--- src/rtl/turn_scheduler_pkg.sv ---
// Shared types and constants for the cat-vs-dog turn scheduler.
// Timing defaults are in 60 MHz clock cycles.
package turn_scheduler_pkg;

  localparam int TIMER_W = 30;
  localparam int HP_W    = 3;
  localparam int TURN_W  = 3;

  localparam int unsigned DEF_TURN_TIMEOUT_CYC = 600_000_000;  // 10 s
  localparam int unsigned DEF_FLIGHT_MAX_CYC   = 240_000_000;  // 4 s
  localparam int unsigned DEF_HP_INIT          = 3;
  localparam int unsigned DEF_HIT_DMG          = 1;

  localparam logic PLAYER_LOCAL  = 1'b0;
  localparam logic PLAYER_REMOTE = 1'b1;

  typedef enum logic [2:0] {
    IDLE,
    WAIT_REQ,
    THROW_START,
    IN_FLIGHT,
    RESOLVE,
    SWITCH,
    GAME_OVER
  } sched_state_t;

  // Hit points never go below zero, whatever the damage setting.
  function automatic logic [HP_W-1:0] hp_after_hit(input logic [HP_W-1:0] hp,
                                                   input logic [HP_W-1:0] dmg);
    return (hp > dmg) ? hp - dmg : '0;
  endfunction

endpackage

--- src/rtl/turn_scheduler_cycle_timer.sv ---
// Shared cycle timer: counts while enabled, flags when the count equals the
// terminal value supplied by the caller.
module turn_scheduler_cycle_timer
  import turn_scheduler_pkg::*;
#(
  parameter int W = TIMER_W
) (
  input  logic         clk,
  input  logic         rst,
  input  logic         i_clr,
  input  logic         i_en,
  input  logic [W-1:0] i_term,
  output logic         o_expired
);

  logic [W-1:0] r_count;

  // NOTE: sequential state uses non-blocking assignments so every flop samples pre-edge values.
  always_ff @(posedge clk or posedge rst) begin
    if (rst) begin
      r_count <= '0;
    end else if (i_clr) begin
      r_count <= '0;
    end else if (i_en) begin
      r_count <= r_count + 1'b1;
    end
  end

  assign o_expired = i_en && (r_count == i_term);

endmodule

--- src/rtl/turn_scheduler.sv ---
// Turn scheduler: grants the single projectile to the local or remote player,
// sequences flight and hit resolution, handles idle forfeits and declares a winner.
module turn_scheduler
  import turn_scheduler_pkg::*;
#(
  parameter int unsigned TURN_TIMEOUT_CYC = DEF_TURN_TIMEOUT_CYC,
  parameter int unsigned FLIGHT_MAX_CYC   = DEF_FLIGHT_MAX_CYC,
  parameter int unsigned HP_INIT          = DEF_HP_INIT,
  parameter int unsigned HIT_DMG          = DEF_HIT_DMG
) (
  input  logic              clk60MHz,
  input  logic              rst,
  input  logic              start,
  input  logic              local_req,
  input  logic              remote_req,
  input  logic              throw_done,
  input  logic              hit,
  output logic              grant_local,
  output logic              grant_remote,
  output logic              throw_start,
  output logic              throw_owner,
  output logic [TURN_W-1:0] turn,
  output logic [HP_W-1:0]   hp_local,
  output logic [HP_W-1:0]   hp_remote,
  output logic              game_over,
  output logic              winner,
  output logic [2:0]        state_dbg
);

  localparam logic [HP_W-1:0]    HP_RELOAD   = HP_W'(HP_INIT);
  localparam logic [HP_W-1:0]    DMG         = HP_W'(HIT_DMG);
  localparam logic [TIMER_W-1:0] TURN_TERM   = TIMER_W'(TURN_TIMEOUT_CYC - 1);
  localparam logic [TIMER_W-1:0] FLIGHT_TERM = TIMER_W'(FLIGHT_MAX_CYC - 1);

  sched_state_t      r_state;
  sched_state_t      w_state_next;
  logic              r_owner;
  logic [TURN_W-1:0] r_turn;
  logic [HP_W-1:0]   r_hp_local;
  logic [HP_W-1:0]   r_hp_remote;
  logic              r_winner;
  logic              r_hit_q;

  logic              w_owner_req;
  logic              w_start_game;
  logic              w_timer_en;
  logic              w_expired;
  logic [TIMER_W-1:0] w_term;
  logic [HP_W-1:0]   w_opp_hp;
  logic [HP_W-1:0]   w_opp_hp_next;

  assign w_owner_req   = (r_owner == PLAYER_LOCAL) ? local_req : remote_req;
  assign w_start_game  = start && ((r_state == IDLE) || (r_state == GAME_OVER));
  assign w_opp_hp      = (r_owner == PLAYER_LOCAL) ? r_hp_remote : r_hp_local;
  assign w_opp_hp_next = r_hit_q ? hp_after_hit(w_opp_hp, DMG) : w_opp_hp;

  // One timer serves both the idle-turn limit and the flight watchdog.
  assign w_timer_en = (r_state == WAIT_REQ) || (r_state == IN_FLIGHT);
  assign w_term     = (r_state == IN_FLIGHT) ? FLIGHT_TERM : TURN_TERM;

  turn_scheduler_cycle_timer #(
    .W (TIMER_W)
  ) u_timer (
    .clk       (clk60MHz),
    .rst       (rst),
    .i_clr     (!w_timer_en),
    .i_en      (w_timer_en),
    .i_term    (w_term),
    .o_expired (w_expired)
  );

  always_ff @(posedge clk60MHz or posedge rst) begin
    if (rst) begin
      r_state <= IDLE;
    end else begin
      r_state <= w_state_next;
    end
  end

  // NOTE: every output of this block is given a default first, so no path can infer a latch.
  always_comb begin
    w_state_next = r_state;
    grant_local  = 1'b0;
    grant_remote = 1'b0;
    throw_start  = 1'b0;
    game_over    = 1'b0;
    case (r_state)
      IDLE: begin
        if (start) w_state_next = WAIT_REQ;
      end
      WAIT_REQ: begin
        grant_local  = (r_owner == PLAYER_LOCAL);
        grant_remote = (r_owner == PLAYER_REMOTE);
        if (w_owner_req)    w_state_next = THROW_START;
        else if (w_expired) w_state_next = SWITCH;
      end
      THROW_START: begin
        throw_start  = 1'b1;
        w_state_next = IN_FLIGHT;
      end
      IN_FLIGHT: begin
        if (throw_done || w_expired) w_state_next = RESOLVE;
      end
      RESOLVE: begin
        w_state_next = (w_opp_hp_next == '0) ? GAME_OVER : SWITCH;
      end
      SWITCH: begin
        w_state_next = WAIT_REQ;
      end
      GAME_OVER: begin
        game_over = 1'b1;
        if (start) w_state_next = WAIT_REQ;
      end
      default: begin
        w_state_next = IDLE;
      end
    endcase
  end

  always_ff @(posedge clk60MHz or posedge rst) begin
    if (rst) begin
      r_owner     <= PLAYER_LOCAL;
      r_turn      <= TURN_W'(1);
      r_hp_local  <= HP_RELOAD;
      r_hp_remote <= HP_RELOAD;
      r_winner    <= PLAYER_LOCAL;
      r_hit_q     <= 1'b0;
    end else begin
      if (w_start_game) begin
        r_owner     <= PLAYER_LOCAL;
        r_turn      <= TURN_W'(1);
        r_hp_local  <= HP_RELOAD;
        r_hp_remote <= HP_RELOAD;
      end
      case (r_state)
        IN_FLIGHT: begin
          // A landing in the same cycle as the watchdog still counts.
          if (throw_done)     r_hit_q <= hit;
          else if (w_expired) r_hit_q <= 1'b0;
        end
        RESOLVE: begin
          if (r_owner == PLAYER_LOCAL) r_hp_remote <= w_opp_hp_next;
          else                         r_hp_local  <= w_opp_hp_next;
          if (w_opp_hp_next == '0)     r_winner    <= r_owner;
        end
        SWITCH: begin
          r_owner <= ~r_owner;
          r_turn  <= r_turn + 1'b1;
        end
        default: begin
        end
      endcase
    end
  end

  assign throw_owner = r_owner;
  assign turn        = r_turn;
  assign hp_local    = r_hp_local;
  assign hp_remote   = r_hp_remote;
  assign winner      = r_winner;
  assign state_dbg   = r_state;

endmodule

--- config.mk ---
export PLATFORM = sky130hd
export DESIGN_NAME = turn_scheduler
export DESIGN_NICKNAME = d
export VERILOG_FILES = /design/src/rtl/turn_scheduler_pkg.sv /design/src/rtl/turn_scheduler_cycle_timer.sv /design/src/rtl/turn_scheduler.sv
export SDC_FILE = /design/constraint.sdc
export NUM_CORES = 1
export LEC_CHECK = 0
export CAP_MARGIN = 5
export CORE_MARGIN = 2
export CORE_UTILIZATION = 39
export DETAILED_ROUTE_END_ITERATION = 8
export GPL_TIMING_DRIVEN = 0
export RECOVER_POWER = 50
export SLEW_MARGIN = 10
export SYNTH_ARGS = -nofsm -noshare
export SYNTH_HDL_FRONTEND = slang
export SYNTH_SLANG_ARGS = --single-unit
--- constraint.sdc ---
create_clock -name clk60MHz -period 1.9 [get_ports clk60MHz]
set_input_delay 0.38 -clock clk60MHz [delete_from_list [all_inputs] [get_ports clk60MHz]]
set_output_delay 0.38 -clock clk60MHz [all_outputs]
set_load 0.03 [all_outputs]
==> impl_results.md, run 1 <==
* First-pass GRT wire length at 10,790 um
* Post-place instance area at 0.003053 mm2
* Vias at 2,389
* Nets in the synthesized netlist at 305
* Clock Skews at 0.009449 ns
* Fill cell instance count of the final layout at 596
* Number of buffers on the longest clock path at 2
* Main area contributors after synthesis: sky130_fd_sc_hd__dfrtp_1 38%, sky130_fd_sc_hd__dfstp_2 4.9%, sky130_fd_sc_hd__nor2_1 4.9%
* Highest-utilization routing layer at the global route stage: met2
* Placer congestion estimate at 0.8008
* Ratio of cells with drive above 1 in the final layout at 0.2881
* Peak supply drop at 0.4464 mV
* DPL Wire Length at 4461 um
* Remaining DRCs at 0
* Total net switching power at 1317 uW
* Routed wire length per instance at 15.47 um
* Violations in the final reports: setup timing
* Crit path time final at 1.993 ns
* CP Launch Type: flip-flop
* Netlist area before placement at 0.002666 mm2
* Cell type contributing the most total cell area after synthesis: sky130_fd_sc_hd__dfrtp_1
* Area of the die at 0.007514 mm2
* Fraction of power consumed by sequential logic at 0.358
* Result of the run: complete, but fails checks
* Number of violations of the max-capacitance limit at 0
* Commonest register cell after synthesis: sky130_fd_sc_hd__dfrtp_1
* Count of cell types in the netlist at 54
* Clock power share at 0.178
* Post-route worst hold slack at 0.5016 ns
* Number of enable flip-flop cells after synthesis at 0
* Clock tree from TritonCTS: done
* Max-slew headroom at 0.6520
* Initial core utilization at 0.3968
* Count of buffers from port buffering at 24
* Iteration-0 DRC count of the detailed router at 121
* Count of mapped cells out of synthesis at 294
* Switching share of power at 0.3994
* Ports placed on the boundary at 25
* Initial antenna violation count at 0
* Buffer cell driving the clock tree root: sky130_fd_sc_hd__clkbuf_8
* Htree depth at 2
* Met2 Track Usage GR at 0.2783
* Via/cell ratio at 5.505
* Global-route track usage on met1 at 0.2587
* Number of iterations in the first detailed-routing pass at 4
* YS warnings at 0
* Via count of the first global-routing pass at 2,210
* Number of nets with antenna violations after detailed routing at 0
* Non-Filler Cell Area, Final at 0.003568 mm2
* Share of power burned in combinational logic at 0.464
* Count of endpoints failing setup in the final report at 7
* Hold Vio Cnt, Final at 0
* Highest Clock Rate at 0.5017 GHz
* Endpoint class of the critical path: flip-flop
* Height of the die at 86.69 um
* Sink Count at 45
* Global-route usage over all layers at 0.1805
* Number of diodes at 0
* Minimum setup slack among reg-to-reg paths at -0.09 ns
* Chip width at 86.69 um
* CP arrival at 2.19 ns
* Clock insertion delay at the later pin of the skew report at 0.30 ns
* Yosys top cell area share at 0.3754
* Global route total overflow at 0
* Fraction of registers with async set or reset after synthesis at 1.000
* Worst setup margin at -0.09337 ns
* Placement row count at 30
* Setup repair after global routing missed its margin: yes
* Area of the multi-input gates at 0.001637 mm2
* Grt met3 use at 0.03714
* Flops & latches, synth at 45
* TritonCTS buffer count at 5
* Startpoint-to-endpoint class of the critical path: reg2reg
* CTS clock-pin slew for the worst setup and hold paths at 0.09 ns
* Cell Pwr Density at 924.3 mW/mm2
* Core footprint at 0.006719 mm2
* Aggregate routed wire length at 6712 um
* Final cycle utilization of the critical path at 1.049
* Post-cts hold buffer count at 0
* Dpl ws at -0.5121 ns
* Worst hold-check path type: reg2reg
* Slew @ Worst Pin at 0.5181 ns
* Average cell area after synthesis at 9.069 um2
* Leakage power at 0.001486 uW
* Peak fanout along the critical path at 8
* Final nets at 364
* Largest net degree at the start of global routing at 33
* Final max-slew violation count at 0
* Required time worst endpoint at 2.10 ns
* Synth-to-layout area growth at 33.83%
* Sequential share of the synthesized area at 0.4247
* Storage cell area at 0.001144 mm2
* Post-layout total power at 3298 uW
* Internal power at 1981 uW
## registers in the layout, indices dropped and copies added, names as in the netlist
name,flops
throw_owner,1
turn,3
u_timer.r_count,30
winner,1
hp_remote,3
hp_local,3
r_hit_q,1
state_dbg,3
## what timing repair did
item / 4_1_cts / 5_1_grt
setup endpoints to repair: 16 / 26
buffers inserted: 11 / 17
gates resized for setup: 60 / 43
pin swaps: 5 / 10
## stage by stage
stage	utilization	std cells	setup TNS, ns
after floorplan	-	294	-0.1709
after global placement	0.4514	398	-24.80
after detailed placement	0.4544	399	-1.888
after CTS	0.4942	417	-0.1343
after global routing	0.5311	434	-1.206
final	0.5311	434	-0.2030
## cells by family after synthesis
logic type | synth area share
AND/OR/NAND/NOR | 0.2844
multiplexers | 0.02487
buffers and inverters | 0.04036
adder cells (fa/ha/maj) | 0.01877
XOR/XNOR | 0.07555
AO/OA/AOI/OAI | 0.1314
flip-flops | 0.4247
## cells in the final DEF, fill, tap and decap left out, types with 5 or more instances in the layout
master and count:
sky130_fd_sc_hd__nor2_1 35, sky130_fd_sc_hd__dfstp_2 5, sky130_fd_sc_hd__clkdlybuf4s50_1 14, sky130_fd_sc_hd__o22ai_1 5
sky130_fd_sc_hd__nor3_1 5, sky130_fd_sc_hd__a21oi_1 18, sky130_fd_sc_hd__dlygate4sd2_1 5, sky130_fd_sc_hd__inv_1 10
sky130_fd_sc_hd__nand3_1 13, sky130_fd_sc_hd__xnor2_1 15, sky130_fd_sc_hd__xor2_1 8, sky130_fd_sc_hd__dfrtp_1 31
sky130_fd_sc_hd__clkbuf_1 6, sky130_fd_sc_hd__nand2_1 22, sky130_fd_sc_hd__buf_4 31, sky130_fd_sc_hd__clkbuf_8 6
sky130_fd_sc_hd__nor3_2 5, sky130_fd_sc_hd__or3_1 6, sky130_fd_sc_hd__dfrtp_2 9, sky130_fd_sc_hd__o21ai_0 6
## synthesized netlist by cell type (all sizes together), types with 2 or more instances
cell and instances:
dfrtp 40, nor2 35, nand2 22, a21oi 21, xnor2 15, nand3 14, nor3 12, clkbuf 11
inv 11, o21ai 10, nor4 8, xor2 8, nand4 6, or3 6, dfstp 5, nand2b 5
o22ai 5, a21o 4, and2 4, and4 4, buf 4, ha 4, mux2i 4, nor2b 4
nor3b 4, and3 3, a211o 2, a31oi 2, mux2 2, o21a 2, or4b 2
## path summary, 6_finish.rpt
check | start | endpoint | cells after the start
setup / recovery | throw_owner$_DFFE_PP0P_ | winner$_DFFE_PP0P_ | 7
hold / removal | hp_local[0]$_DFF_PP1_ | hp_local[0]$_DFF_PP1_ | 2
setup reg to reg | throw_owner$_DFFE_PP0P_ | winner$_DFFE_PP0P_ | 7
hold reg to reg | hp_local[0]$_DFF_PP1_ | hp_local[0]$_DFF_PP1_ | 2
max in group asynchronous | rst | u_timer.r_count[25]$_DFF_PP0_ | 3
min in group asynchronous | rst | u_timer.r_count[5]$_DFF_PP0_ | 2
## power by group through the flow
stage,logic [uW],registers (uW),clock network (uW)
finish,1530,1180,588
global route,1670,1200,644
CTS,1330,1180,611
detailed placement,1170,1180,0
global placement,1150,1180,0
floorplan,721,1250,0
## cell type report
class,count,area share
multi-input combinational,223,0.4586
sequential,45,0.3205
timing repair buffer,53,0.1262
buffer,14,0.03156
tap,80,0.02805
clock buffer,7,0.02139
inverter,11,0.01157
clock inverter,1,0.002104
## critical path, stage by stage, from the launching register on
cell	delay (ns)
sky130_fd_sc_hd__dfrtp_2	0.42
sky130_fd_sc_hd__buf_8	0.15
sky130_fd_sc_hd__mux2_4	0.33
sky130_fd_sc_hd__ha_4	0.18
sky130_fd_sc_hd__nor3_4	0.18
sky130_fd_sc_hd__o21a_1	0.15
sky130_fd_sc_hd__a211o_1	0.16
sky130_fd_sc_hd__mux2_4	0.30
## metal layers
| layer | vias up | wire length (um) |
|---|---|---|
| met5 | - | 0 |
| met4 | 0 | 85 |
| met3 | 11 | 228 |
| met2 | 44 | 3192 |
| met1 | 1174 | 3206 |
| li1 | 1160 | - |
(Power assumes the default switching activity.)
==> run 2: changes to the inputs <==
- CAP_MARGIN: 5 -> not set
- PLACE_DENSITY: not set -> 0.71
==> run 2 against run 1 <==
The flow still finishes with violations (setup timing). Die area is the same. Sequential share of layout area grew 0.65 points. First-iteration DRC count grew 4.1%. Clock power grew 0.7%. Utilization shrank 1.2 points. Final cell count shrank 1.6%.
==> impl_results.md, run 2 (synthesis results as in run 1) <==
* Result of the run: complete, but fails checks
* Violations in the final reports: setup timing
* Highest Clock Rate at 0.4966 GHz (-1.0%)
* DPL Wire Length at 4301 um (-3.6%)
* Worst setup margin at -0.1136 ns (-0.02028 ns)
* Share of power burned in combinational logic at 0.443 (-0.021)
* Iteration-0 DRC count of the detailed router at 126 (+4.1%)
* Remaining DRCs at 0 (unchanged)
* Setup repair after global routing missed its margin: yes
* Post-cts hold buffer count at 0 (unchanged)
* Critical path origin: throw_owner$_DFFE_PP0P_
* Total net switching power at 1287 uW (-2.3%)
* Largest register by flop count: u_timer.r_count
* Initial antenna violation count at 0 (unchanged)
* Peak fanout along the critical path at 8 (unchanged)
* Count of buffers from port buffering at 24 (unchanged)
* CP Launch Type: flip-flop
* Clock insertion delay at the later pin of the skew report at 0.30 ns (about the same)
* Ratio of cells with drive above 1 in the final layout at 0.2536 (-0.03453)
* Number of flip-flops in the largest register at 30 (unchanged)
* Minimum setup slack among reg-to-reg paths at -0.11 ns (-0.02 ns)
* Fill cell instance count of the final layout at 610 (+2.3%)
* Chip width at 86.69 um (unchanged)
* Peak supply drop at 0.3699 mV (-17%)
* Startpoint-to-endpoint class of the critical path: reg2reg
* Global-route usage over all layers at 0.1766 (-0.003805)
* Routed wire length per instance at 14.99 um (-3.1%)
* Sink Count at 45 (unchanged)
* Required time worst endpoint at 2.09 ns (about the same)
* Final max-slew violation count at 0 (unchanged)
* Vias at 2,364 (-1.0%)
* Fraction of power consumed by sequential logic at 0.372 (+0.014)
* Cell Pwr Density at 920.1 mW/mm2 (-0.46%)
* Global route total overflow at 0 (unchanged)
* Placer congestion estimate at 0.8549 (+6.8%)
* Buffer cell driving the clock tree root: sky130_fd_sc_hd__clkbuf_8
* Count of endpoints failing setup in the final report at 4 (-3)
* Clock Skews at 0.004266 ns (-0.005183 ns)
* Worst hold-check path type: reg2reg
* Largest net degree at the start of global routing at 29 (-12%)
* Area of the multi-input gates at 0.001612 mm2 (-1.5%)
* Placement row count at 30 (unchanged)
* Max-slew headroom at 0.5432 (-0.1087)
* Via/cell ratio at 5.536 (+0.58%)
* Most used cells in the layout excluding fill and tap cells: 35 x sky130_fd_sc_hd__nor2_1, 33 x sky130_fd_sc_hd__dfrtp_1, 24 x sky130_fd_sc_hd__buf_4, 22 x sky130_fd_sc_hd__nand2_1, 18 x sky130_fd_sc_hd__a21oi_1
* Number of buffers on the longest clock path at 2 (unchanged)
* R2R cell count at 6 (-1)
* Final nets at 357 (-1.9%)
* Worst Min Path Start: hp_remote[0]$_DFF_PP1_
* Crit path time final at 2.014 ns (+0.02028 ns)
* Number of violations of the max-capacitance limit at 0 (unchanged)
* Core footprint at 0.006719 mm2 (unchanged)
* Height of the die at 86.69 um (unchanged)
* Clock power share at 0.184 (+0.006)
* Storage cell area at 0.001141 mm2 (-0.22%)
* Initial core utilization at 0.3968 (unchanged)
* TritonCTS buffer count at 5 (unchanged)
* First-pass GRT wire length at 10,630 um (-1.5%)
* Endpoint class of the critical path: flip-flop
* Count of placed standard cells including taps at 399 (unchanged)
* Final core utilization at 0.5194 (-0.01173)
* Final cycle utilization of the critical path at 1.060 (+0.01067)
* Final Non-Filler Cells at 427 (-1.6%)
* Hold Vio Cnt, Final at 0 (unchanged)
* Leakage power at 0.001442 uW (-3.0%)
* Hold Crit Depth at 2 (unchanged)
* Internal power at 1924 uW (-2.9%)
* Aggregate routed wire length at 6402 um (-4.6%)
* Leading cell type in the layout, fill and taps excluded: sky130_fd_sc_hd__nor2_1
* Slew @ Worst Pin at 0.6844 ns (+0.1663 ns)
* Number of iterations in the first detailed-routing pass at 4 (unchanged)
* Ports placed on the boundary at 25 (unchanged)
* Area of the die at 0.007514 mm2 (unchanged)
* Hold endpoint: hp_remote[0]$_DFF_PP1_
* Number of diodes at 0 (unchanged)
* Htree depth at 2 (unchanged)
* Via count of the first global-routing pass at 2,182 (-1.3%)
* FF-to-FF Start: throw_owner$_DFFE_PP0P_
* Endpoint of the most critical register-to-register path: winner$_DFFE_PP0P_
* Synth-to-layout area growth at 30.88%
* Clock tree from TritonCTS: done
* CTS clock-pin slew for the worst setup and hold paths at 0.09 ns (about the same)
* Number of nets with antenna violations after detailed routing at 0 (unchanged)
* CP arrival at 2.20 ns (about the same)
* Switching share of power at 0.4008 (+0.001457)
## run 2: cell types whose count changed in the layout (fill, tap and decap cells not counted), sizes merged
cell,change
clkinv,+1
clkdlybuf4s50,-3
dlymetal6s2s,+2
dlygate4sd2,+1
clkbuf,+4
clkinvlp,-1
buf,-11
## run 2: layout make-up
| type | instances | area share |
|---|---|---|
| inverters | 11 | 0.01183 |
| clock buffers | 7 | 0.02187 |
| multi-input cells | 223 | 0.4618 |
| well taps | 80 | 0.02868 |
| plain buffers | 13 | 0.02797 |
| repair buffers | 47 | 0.1194 |
| flip-flops and latches | 45 | 0.3270 |
| clock inverters | 1 | 0.001434 |
## run 2: layer usage
metal / vias to the layer above / wire length [um] / GRT usage
met5: - / 0 / 0
met4: 0 / 136 / 0.05966
met3: 12 / 267 / 0.03238
met2: 53 / 3083 / 0.2706
met1: 1158 / 2914 / 0.2515
li1: 1141 / - / -
## run 2: power groups by stage
stage               registers [uW]  clock network (uW)  logic [uW]
finish                        1200                 592        1420
global route                  1210                 642        1540
CTS                           1190                 606        1260
detailed placement            1180                   0        1160
global placement              1180                   0        1140
floorplan                     1250                   0         721
## run 2: critical path, stage by stage (launching register included)
cell and delay (ns):
sky130_fd_sc_hd__dfrtp_2 0.50, sky130_fd_sc_hd__mux2_4 0.36, sky130_fd_sc_hd__ha_4 0.17, sky130_fd_sc_hd__nor3_4 0.19
sky130_fd_sc_hd__o21a_1 0.16, sky130_fd_sc_hd__a211o_1 0.20, sky130_fd_sc_hd__mux2_4 0.32
## run 2: how the worst max path moves through the flow
| stage | end | slack [ns] | cells after the start |
|---|---|---|---|
| floorplan | winner$_DFFE_PP0P_ | -0.17 | 7 |
| global placement | throw_owner$_DFFE_PP0P_ | -0.64 | 2 |
| detailed placement | grant_remote | -0.50 | 5 |
| CTS | winner$_DFFE_PP0P_ | -0.07 | 6 |
| global route | winner$_DFFE_PP0P_ | -0.18 | 6 |
| finish | winner$_DFFE_PP0P_ | -0.11 | 6 |
## run 2: what timing repair did
action / CTS / global route
hold endpoints to repair: 0 / 0
setup endpoints to repair: 14 / 22
resized for setup: 58 / 34
pin swaps: 7 / 15
setup buffers: 17 / 7
## run 2: stage by stage
stage               hold slack [ns]  instance area [um2]  worst slack (ns)  setup TNS [ns]  total power, uW
global route                 0.5363                 3490           -0.1771         -0.6646             3394
CTS                          0.3918                 3347          -0.07369         -0.2290             3059
detailed placement           0.4834                 3053           -0.5006          -1.982             2341
global placement             0.4733                 3033           -0.6416          -22.45             2313
finish                       0.5202                 3490           -0.1136         -0.3145             3211
floorplan                    0.4547                 2693           -0.1709         -0.1709             1973
==> run 3: changes to the inputs <==
- PLACE_DENSITY: 0.71 -> 0.7
- SETUP_SLACK_MARGIN: not set -> 0.05
- SYNTH_HIERARCHICAL: not set -> 1
==> run 3 against run 2 <==
The flow still finishes with violations (setup timing). Total power grew 57%. Sequential share of layout area shrank 7.7 points. Via count grew 24%.
==> impl_results.md, run 3 <==
* Largest net degree at the start of global routing at 31 (+6.9%)
* Routed wire length per instance at 16.51 um (+10%)
* YS warnings at 6 (+6)
* Post-route worst hold slack at 0.5511 ns (+0.03097 ns)
* Ports placed on the boundary at 25 (unchanged)
* Aggregate routed wire length at 8717 um (+36%)
* Sequential share of the synthesized area at 0.3594 (-0.06527)
* Clock Skews at 0.009277 ns (+0.005011 ns)
* Final cycle utilization of the critical path at 1.312 (+0.2526)
* Max-slew headroom at 0.1935 (-0.3498)
* Number of buffers on the longest clock path at 2 (unchanged)
* Number of iterations in the first detailed-routing pass at 4 (unchanged)
* Non-Filler Cell Area, Final at 0.004556 mm2 (+31%)
* Count of endpoints failing setup in the final report at 24 (+20)
* Iteration-0 DRC count of the detailed router at 96 (-24%)
* Fraction of synthesized area in multiplexers at 0.04289 (+0.01802)
* Final Non-Filler Cells at 528 (+24%)
* CP arrival at 2.68 ns (+0.48 ns)
* Vias at 2,924 (+24%)
* Dpl ws at -0.7368 ns (-0.2361 ns)
* Cell Pwr Density at 1107 mW/mm2 (+20%)
* Chip width at 93.88 um (+8.3%)
* Leading cell type in the layout, fill and taps excluded: sky130_fd_sc_hd__dfrtp_1
* Most repeated cell in the gate-level netlist after synthesis: sky130_fd_sc_hd__dfrtp_1
* Adder and majority cell fraction of the synthesized area at 0.01589 (-0.002885)
* Placement row count at 32 (+6.7%)
* Largest incremental delay on the critical path at 0.51 ns (about the same)
* Final max-slew violation count at 0 (unchanged)
* Required time worst endpoint at 2.09 ns (about the same)
* Slew @ Worst Pin at 1.208 ns (+0.5241 ns)
* Clock tree from TritonCTS: done
* Number of enable flip-flop cells after synthesis at 0 (unchanged)
* DPL Wire Length at 5479 um (+27%)
* Number of diodes at 0 (unchanged)
* Synth-to-layout area growth at 44.60%
* Most used cells in the layout excluding fill and tap cells: 36 x sky130_fd_sc_hd__dfrtp_1, 30 x sky130_fd_sc_hd__buf_4, 29 x sky130_fd_sc_hd__xnor2_1, 23 x sky130_fd_sc_hd__nor2_1
* Highest Clock Rate at 0.4010 GHz (-19%)
* Worst hold-check path type: reg2reg
* Hold Vio Cnt, Final at 0 (unchanged)
* Setup repair after global routing missed its margin: yes
* Commonest register cell after synthesis: sky130_fd_sc_hd__dfrtp_1
* CP Launch Type: flip-flop
* Final nets at 436 (+22%)
* Placer congestion estimate at 0.8076 (-5.5%)
* Netlist area before placement at 0.003151 mm2 (+18%)
* Cell Chain, Critical Path: buf_8 -> nor2b_4 -> nand2_8 -> buf_4 -> xnor2_2 -> nand4_1 -> or4_4 -> nor4_4 -> nor2_1 -> nand2_1 -> a21oi_1 -> a211o_1
* Peak supply drop at 0.5462 mV (+48%)
* Endpoint class of the critical path: flip-flop
* Violations in the final reports: setup timing
* Simple-gate portion of the synthesized area at 0.2454 (-0.03894)
* Clock insertion delay at the later pin of the skew report at 0.30 ns (about the same)
* Startpoint-to-endpoint class of the critical path: reg2reg
* Area of the die at 0.008813 mm2 (+17%)
* Number of violations of the max-capacitance limit at 0 (unchanged)
* Number of nets with antenna violations after detailed routing at 0 (unchanged)
* Initial core utilization at 0.4056 (+0.008771)
* Leakage power at 0.001879 uW (+30%)
* First-pass GRT wire length at 14,350 um (+35%)
* Top delay family on crit path: simple AND/OR/NAND/NOR gates
* Global-route usage over all layers at 0.2046 (+0.02794)
* Core footprint at 0.007767 mm2 (+16%)
* Remaining DRCs at 0 (unchanged)
* Number of flip-flops in the largest register at 30 (unchanged)
* Yosys top cell area share at 0.3177 (-0.05770)
* Cell type contributing the most total cell area after synthesis: sky130_fd_sc_hd__dfrtp_1
* Count of placed standard cells including taps at 485 (+22%)
* Worst setup margin at -0.5936 ns (-0.4799 ns)
* Largest register by flop count: u_timer/r_count
* Sink Count at 45 (unchanged)
* Flops & latches, synth at 45 (unchanged)
* Buffer and inverter count on the worst path at 2 (+2)
* Xor and xnor fraction of the mapped netlist area at 0.1112 (+0.03565)
* Compound-Gate Fraction of Synth Area at 0.1680 (+0.03660)
* Buffer cell driving the clock tree root: sky130_fd_sc_hd__clkbuf_8
* Final core utilization at 0.5865 (+0.06713)
* Fraction of registers with async set or reset after synthesis at 1.000 (unchanged)
* CTS clock-pin slew for the worst setup and hold paths at 0.09 ns (about the same)
* Peak fanout along the critical path at 4 (-4)
* Htree depth at 2 (unchanged)
* Main area contributors after synthesis: sky130_fd_sc_hd__dfrtp_1 32%, sky130_fd_sc_hd__xnor2_1 9.2%, sky130_fd_sc_hd__a21oi_1 4.3%
* Count of mapped cells out of synthesis at 344 (+17%)
* TritonCTS buffer count at 5 (unchanged)
* Leading cell types by count after synthesis: 40 x sky130_fd_sc_hd__dfrtp_1, 33 x sky130_fd_sc_hd__xnor2_1, 27 x sky130_fd_sc_hd__a21oi_1
* Average cell area after synthesis at 9.158 um2 (+0.99%)
* Count of buffers from port buffering at 24 (unchanged)
* Ratio of cells with drive above 1 in the final layout at 0.3568 (+0.1032)
* Height of the die at 93.88 um (+8.3%)
* Count of cell types in the netlist at 62 (+15%)
* Worst path slowest cell: sky130_fd_sc_hd__or4_4
* Combinational family with the most area after synthesis: simple AND/OR/NAND/NOR gates
* Global route total overflow at 0 (unchanged)
* Via count of the first global-routing pass at 2,867 (+31%)
* Via/cell ratio at 5.538 (about the same)
* Initial antenna violation count at 0 (unchanged)
* Post-place instance area at 0.003805 mm2 (+25%)
* Result of the run: complete, but fails checks
* Crit path time final at 2.494 ns (+0.4799 ns)
## run 3: cell count changes in the layout (fill, tap and decap cells not counted), moves of 10 or more
cell	delta
sky130_fd_sc_hd__conb_1	+17
sky130_fd_sc_hd__xnor2_1	+14
sky130_fd_sc_hd__nor2_1	-12
sky130_fd_sc_hd__nand4_1	+10
sky130_fd_sc_hd__a21oi_2	+11
sky130_fd_sc_hd__buf_6	+14
## run 3: kinds of logic after synthesis
group,Yosys count
buffers and inverters,33
adders and majority gates,4
muxes,11
and+or+nand+nor,129
AOI/OAI and AO/OA,80
DFF,45
xor gates and xnor gates,40
other,2
## run 3: worst reg2reg max path, stage by stage, from the launching register on
cell	delay, ns
sky130_fd_sc_hd__dfrtp_2	0.42
sky130_fd_sc_hd__buf_8	0.13
sky130_fd_sc_hd__nor2b_4	0.17
sky130_fd_sc_hd__nand2_8	0.09
sky130_fd_sc_hd__buf_4	0.16
sky130_fd_sc_hd__xnor2_2	0.14
sky130_fd_sc_hd__nand4_1	0.10
sky130_fd_sc_hd__or4_4	0.51
sky130_fd_sc_hd__nor4_4	0.21
sky130_fd_sc_hd__nor2_1	0.10
sky130_fd_sc_hd__nand2_1	0.08
sky130_fd_sc_hd__a21oi_1	0.06
sky130_fd_sc_hd__a211o_1	0.22
## run 3: what timing repair did
item / CTS / global route
hold endpoints to repair: 0 / 0
pin swaps: 30 / 18
setup endpoints to repair: 43 / 42
resized for setup: 94 / 42
hold buffers: 0 / 0
buffers inserted: 28 / 9
## run 3: layout make-up
class,instances,area (um2)
buffer,20,225.2
clock buffer,7,76.32
clock inverter,1,7.507
fill,673,3212
inverter,12,55.05
multi-input combinational,281,2384
sequential,45,1137
tap,102,127.6
timing repair buffer,60,543.0
## run 3: per-layer routing
metal	share of wire	track usage	vias to the layer above	wire length [um]
met3	0.042	0.03852	10	370
met4	0.010	0.04106	0	91
li1	-	-	1392	-
met1	0.43	0.2690	1451	3754
met2	0.52	0.3518	71	4501
met5	0	0	-	0
## run 3: metrics by stage
stage	setup TNS (ns)	power, uW
floorplan	-8.283	3227
global placement	-10.78	3815
detailed placement	-11.53	3858
CTS	-10.80	4763
global route	-13.82	5370
finish	-11.52	5042
## run 3: worst paths after layout
path,slack [ns],start,to,cells after the start
setup / recovery,-0.59,state_dbg[2]$_DFFE_PP0P_,state_dbg[0]$_DFFE_PP0P_,12
setup reg to reg,-0.59,state_dbg[2]$_DFFE_PP0P_,state_dbg[0]$_DFFE_PP0P_,12
min in group asynchronous,0.65,rst,turn[1]$_DFFE_PP0P_,2
max in group asynchronous,0.26,rst,u_timer/r_count[25]$_DFFE_PP0P_,2
hold reg to reg,0.55,turn[0]$_DFFE_PP1P_,turn[0]$_DFFE_PP1P_,2
hold / removal,0.55,turn[0]$_DFFE_PP1P_,turn[0]$_DFFE_PP1P_,2
## run 3: report_power, final
group / internal (uW) / leakage, uW / switching, uW
Sequential: 1110 / 0.000594 / 164
Combinational: 1460 / 0.00125 / 1710
Clock: 261 / 0.0000385 / 336
